**src/rtl/rf_write_arbiter.sv**
```systemverilog
// rf_write_arbiter
//   Arbitrates two write requesters (A and B) onto a single registered
//   register-file write port. After reset, a CLEAR sequence writes zero into
//   registers 0..NUM_REGS-1 one per cycle. The block then enters RUN, where
//   requests are granted round-robin. Each accepted request becomes a write
//   one cycle later.
//
//   Optional feature: define RF_ARB_R0_ZERO_EN to make r0 read-only during
//   RUN. Writes to address 0 are still accepted, but they are dropped. CLEAR
//   always zeroes r0.
//
// Ports
//   clk                      rising-edge clock
//   rst                      synchronous active-high reset
//   a_valid/a_addr/a_data    requester A write request
//   a_ready                  A accepted this cycle (when a_valid is high)
//   b_valid/b_addr/b_data    requester B write request
//   b_ready                  B accepted this cycle (when b_valid is high)
//   WE/WA/WD                 registered register-file write port
//   init_done                high once the clear sequence has completed
//   err_addr                 one-cycle pulse after an out-of-range address
//                            is accepted
module rf_write_arbiter #(
  parameter int NUM_REGS = 8
) (
  input  logic        clk,
  input  logic        rst,
  input  logic        a_valid,
  input  logic [4:0]  a_addr,
  input  logic [31:0] a_data,
  output logic        a_ready,
  input  logic        b_valid,
  input  logic [4:0]  b_addr,
  input  logic [31:0] b_data,
  output logic        b_ready,
  output logic        WE,
  output logic [4:0]  WA,
  output logic [31:0] WD,
  output logic        init_done,
  output logic        err_addr
);

  typedef enum logic {CLEAR, RUN} state_t;

  // The count is six bits wide so that NUM_REGS = 32 is representable.
  localparam logic [5:0] NREG = 6'(NUM_REGS);

  function automatic logic addr_in_range(input logic [4:0] addr);
    return {1'b0, addr} < NREG;
  endfunction

  function automatic logic addr_writable(input logic [4:0] addr);
`ifdef RF_ARB_R0_ZERO_EN
    return addr_in_range(addr) && (addr != 5'd0);
`else
    return addr_in_range(addr);
`endif
  endfunction

  state_t      state_q, state_d;
  logic [5:0]  cnt_q, cnt_d;
  logic        prio_q, prio_d;      // 0: A holds priority, 1: B holds priority
  logic        we_q, we_d;
  logic [4:0]  wa_q, wa_d;
  logic [31:0] wd_q, wd_d;
  logic        err_q, err_d;
  logic        init_q, init_d;

  logic        a_fire, b_fire;
  logic [4:0]  sel_addr;
  logic [31:0] sel_data;

  always_comb begin
    state_d  = state_q;
    cnt_d    = cnt_q;
    prio_d   = prio_q;
    we_d     = 1'b0;
    wa_d     = wa_q;
    wd_d     = wd_q;
    err_d    = 1'b0;
    init_d   = init_q;
    a_ready  = 1'b0;
    b_ready  = 1'b0;
    a_fire   = 1'b0;
    b_fire   = 1'b0;
    sel_addr = a_addr;
    sel_data = a_data;

    case (state_q)
      CLEAR: begin
        we_d = 1'b1;
        wa_d = cnt_q[4:0];
        wd_d = 32'd0;
        if (cnt_q == NREG - 6'd1) begin
          state_d = RUN;
          cnt_d   = 6'd0;
          init_d  = 1'b1;
        end else begin
          cnt_d = cnt_q + 6'd1;
        end
      end

      RUN: begin
        // A lone requester always wins. When both request, the
        // priority holder wins.
        a_ready = a_valid && (!b_valid || !prio_q);
        b_ready = b_valid && (!a_valid ||  prio_q);
        // Readies are suppressed during reset so that no transfer is
        // seen on a reset edge.
        if (rst) begin
          a_ready = 1'b0;
          b_ready = 1'b0;
        end
        a_fire = a_valid && a_ready;
        b_fire = b_valid && b_ready;
        if (b_fire) begin
          sel_addr = b_addr;
          sel_data = b_data;
        end
        if (a_fire || b_fire) begin
          prio_d = a_fire;          // hand priority to the other side
          err_d  = !addr_in_range(sel_addr);
          if (addr_writable(sel_addr)) begin
            we_d = 1'b1;
            wa_d = sel_addr;
            wd_d = sel_data;
          end
        end
      end

      default: state_d = CLEAR;
    endcase
  end

  always_ff @(posedge clk) begin
    if (rst) begin
      state_q <= CLEAR;
      cnt_q   <= 6'd0;
      prio_q  <= 1'b0;
      we_q    <= 1'b0;
      wa_q    <= 5'd0;
      wd_q    <= 32'd0;
      err_q   <= 1'b0;
      init_q  <= 1'b0;
    end else begin
      state_q <= state_d;
      cnt_q   <= cnt_d;
      prio_q  <= prio_d;
      we_q    <= we_d;
      wa_q    <= wa_d;
      wd_q    <= wd_d;
      err_q   <= err_d;
      init_q  <= init_d;
    end
  end

  assign WE        = we_q;
  assign WA        = wa_q;
  assign WD        = wd_q;
  assign err_addr  = err_q;
  assign init_done = init_q;

endmodule
```
**config.mk**
```make
export PLATFORM = sky130hd
export DESIGN_NAME = rf_write_arbiter
export DESIGN_NICKNAME = d
export VERILOG_FILES = /design/src/rtl/rf_write_arbiter.sv
export SDC_FILE = /design/constraint.sdc
export NUM_CORES = 1
export LEC_CHECK = 0
export CAP_MARGIN = 10
export CORE_ASPECT_RATIO = 0.75
export CORE_UTILIZATION = 25
export CTS_BUF_LIST = sky130_fd_sc_hd__clkbuf_8
export CTS_CLUSTER_SIZE = 40
export DETAILED_ROUTE_END_ITERATION = 8
export GPL_TIMING_DRIVEN = 0
export RECOVER_POWER = 100
export SKIP_CTS_REPAIR_TIMING = 1
export SLEW_MARGIN = 10
export SYNTH_ARGS = -nofsm -noshare
export SYNTH_HDL_FRONTEND = slang
export SYNTH_SLANG_ARGS = --single-unit
export TNS_END_PERCENT = 1
```
**constraint.sdc**
```tcl
create_clock -name clk -period 1.91 [get_ports clk]
set_input_delay 0.382 -clock clk [delete_from_list [all_inputs] [get_ports clk]]
set_output_delay 0.382 -clock clk [all_outputs]
set_load 0.1 [all_outputs]
```
==> out/metrics.cfg <==
[setup_path]
critical_path_required_ns=1.53
worst_r2r_path_depth=7
critPathMaxStageDelay_ns=0.31
crit_chain=dlymetal6s2s_1 -> nor2b_2 -> or2_2 -> buf_6 -> buf_8 -> nor2_4 -> buf_12
regToRegStartpoint=prio_q
setup.worst_path.start=a_valid
worst_setup_path_start_kind=input pin
cp_max_fo=10
slowest_stage=or2_2
path_class=in2out
worstPathArrival_ns=1.62
critPathCaptureType=output port

[synth]
synth_edf_count=0
synth_area_leaders=dfxtp_1, mux2i_1, o2bb2ai_1
synth_area_per_cell_sq_um=9.73
synth_area_sq_mm=0.00210
netlist_instances=216
yosys.area_share.simple=0.147
synth_top_family_by_area=compound AO/OA/AOI/OAI gates
synth_cell_types=31
yosysMostFrequentCell=dfxtp_1
synth.area.mux_share=0.162
synthFlopType=dfxtp_1
synth_top_area_share=0.457
synth-compound-area-share=0.174
ys_ff_latch=48
netlist.top_cell.by_area=dfxtp_1
yosys_warnings=0
post_synth_xor_area_fraction=0.0167
synth_fa_ha_area_frac=0.00596
async_flop_share=0
synth_seq_area_share=0.457
ys_top_cells_by_count=dfxtp_1, nor2_1, mux2i_1, a211oi_1, o2bb2ai_1
syn_nets=295

[outcome]
violations=negative setup slack
run_status=complete, but fails checks

[run]
drv_cap=0

[floorplanning]
die_h_microns=81.4
ios=120
rows=28
die_w_microns=108
dieArea_sq_mm=0.00878
core_region_area_sq_mm=0.00802
start_util=0.262

[route]
dr.pass1.iters=4
via_per_inst=4.67
antenna_left=0
route.detailed.drc=0
wl_microns=6290
num_vias=2084
drtIter0Drc=42
wl_per_cell_microns=14.1

[clocking]
insertion_delay_ns=0.29
cts-root-buf=clkbuf_8
htreeDepth=2
cts_tree=done
cts_buffer_depth=2
cts.sinks=48
path_clk_slew_ns=0.09
numCtsBuffers=5

[timing]
setup_viol=1
final_max_slew_viol_count=0
fmax_mhz=500
period_minus_slack_ns=2.00
fin_skew_ns=0.00388
hold_viol=0
rsz0062_at_grt=yes
setup_slack_ns=-0.0887
fin_crit_sh=1.05
tightestPinTransition_ns=1.00
slew_headroom=0.330

[grt]
grt_use_total=0.142
overflow=0
antenna_found_initial=0
grt_pass1_vias=1987
grt_pass1_wl_microns=9500
grt_max_degree=14

[placement]
port_buffers=119
dpl.cell_count=440
dpl.hpwl_microns=4770
gp_congestion=0.767

[finish]
instances_no_fill=446
layout.nets=420
fin_util=0.461
area_growth_pct=76.0
final_layout_size_suffix_gt1_frac=0.114
diodes=0

[power_and_ir_drop]
powerDensity_mw_per_mm2=529
power_w=0.00196
p_leak_nw=2.21
vdd_drop_max_mv=0.229

[min_path]
min_from=rst
hp-class=in2reg
holdPathStages=2

-- per-stage QoR --
stage                     instance area (sq um)  setup TNS (ns)  setup WS (ns)  hold WS (ns)
after floorplan                            2120          -0.165         -0.165         0.464
after global placement                     3440          -25.82          -1.59         0.444
after detailed placement                   3440          -26.68          -1.61         0.446
after CTS                                  3520          -25.11          -1.60         0.474
after global routing                       3700          -0.176         -0.176         0.374
final                                      3700         -0.0887        -0.0887         0.377
-- placed cells by master (no fill, tap or decap), types with 2 or more instances in the layout --
master           Yosys  layout
dfxtp_2              0       2
buf_2                6       6
nand3b_1             3       3
a2111oi_2            0       2
xnor2_1              2       2
clkbuf_8             0       5
nor2_1              36      32
nand3_1              2       2
o2bb2ai_1           16      16
a211oi_1            17      17
nor2_4               0       2
clkbuf_2             0       4
or2_2                3       3
a21oi_1              5       5
inv_1                2       3
nand2_1              6       6
clkdlybuf4s50_1      0      72
nand2b_4             0       2
nor3_1               4       4
xor2_1               2       2
or4_1                2       2
nor2b_1              3       2
dlymetal6s2s_1       0      44
dfxtp_1             48      46
mux2i_1             34      34
buf_6                0       3
nor2_2               0       2
-- per-layer routing --
| layer | GRT usage | part of all wire |
|---|---|---|
| met1 | 0.182 | 0.47 |
| met2 | 0.224 | 0.43 |
| met3 | 0.0506 | 0.096 |
| met4 | 0.0411 | 0.0075 |
| met5 | 0 | 0 |
-- registers in the layout, summed over array words and instances (netlist names) --
name       count
WE             1
init_done      1
state_q        1
cnt_q          6
prio_q         1
err_addr       1
WA             5
WD            32
-- layout make-up --
cell class | count | area, sq um
inverters | 2 | 7.51
plain buffers | 14 | 93.8
flip-flops and latches | 48 | 963
repair buffers | 119 | 1310
multi-input cells | 151 | 1120
well taps | 105 | 131
clock buffers | 5 | 68.8
clock inverters | 2 | 8.76
fillers | 777 | 4330
-- critical path: cells and delay by family --
| family | cells | cell delay, ns |
|---|---|---|
| buffers and inverters | 4 | 0.65 |
| and+or+nand+nor | 3 | 0.59 |
-- kinds of logic (layout without fill, tap and decap cells) --
logic type	count (synthesis)	in the layout
adders and majority gates	1	1
xor gates and xnor gates	4	4
DFF	48	48
AOI/OAI and AO/OA	47	47
buffers and inverters	17	142
and+or+nand+nor	65	65
muxes	34	34
-- where the power goes --
part           internal (W)  leakage [nW]  switching, W  total, W
Combinational      0.000211          1.77      0.000153  0.000364
Clock              0.000244        0.0452      0.000327  0.000571
Sequential          0.00101         0.389     0.0000100   0.00102
-- path summary, 6_finish.rpt --
check	slack, ns	to
hold / removal	0.38	WA[2]
hold reg to reg	0.46	WD[29]
setup reg to reg	0.12	WD[23]
setup / recovery	-0.09	b_ready
No activity file was read; power rests on OpenSTA's default activity.
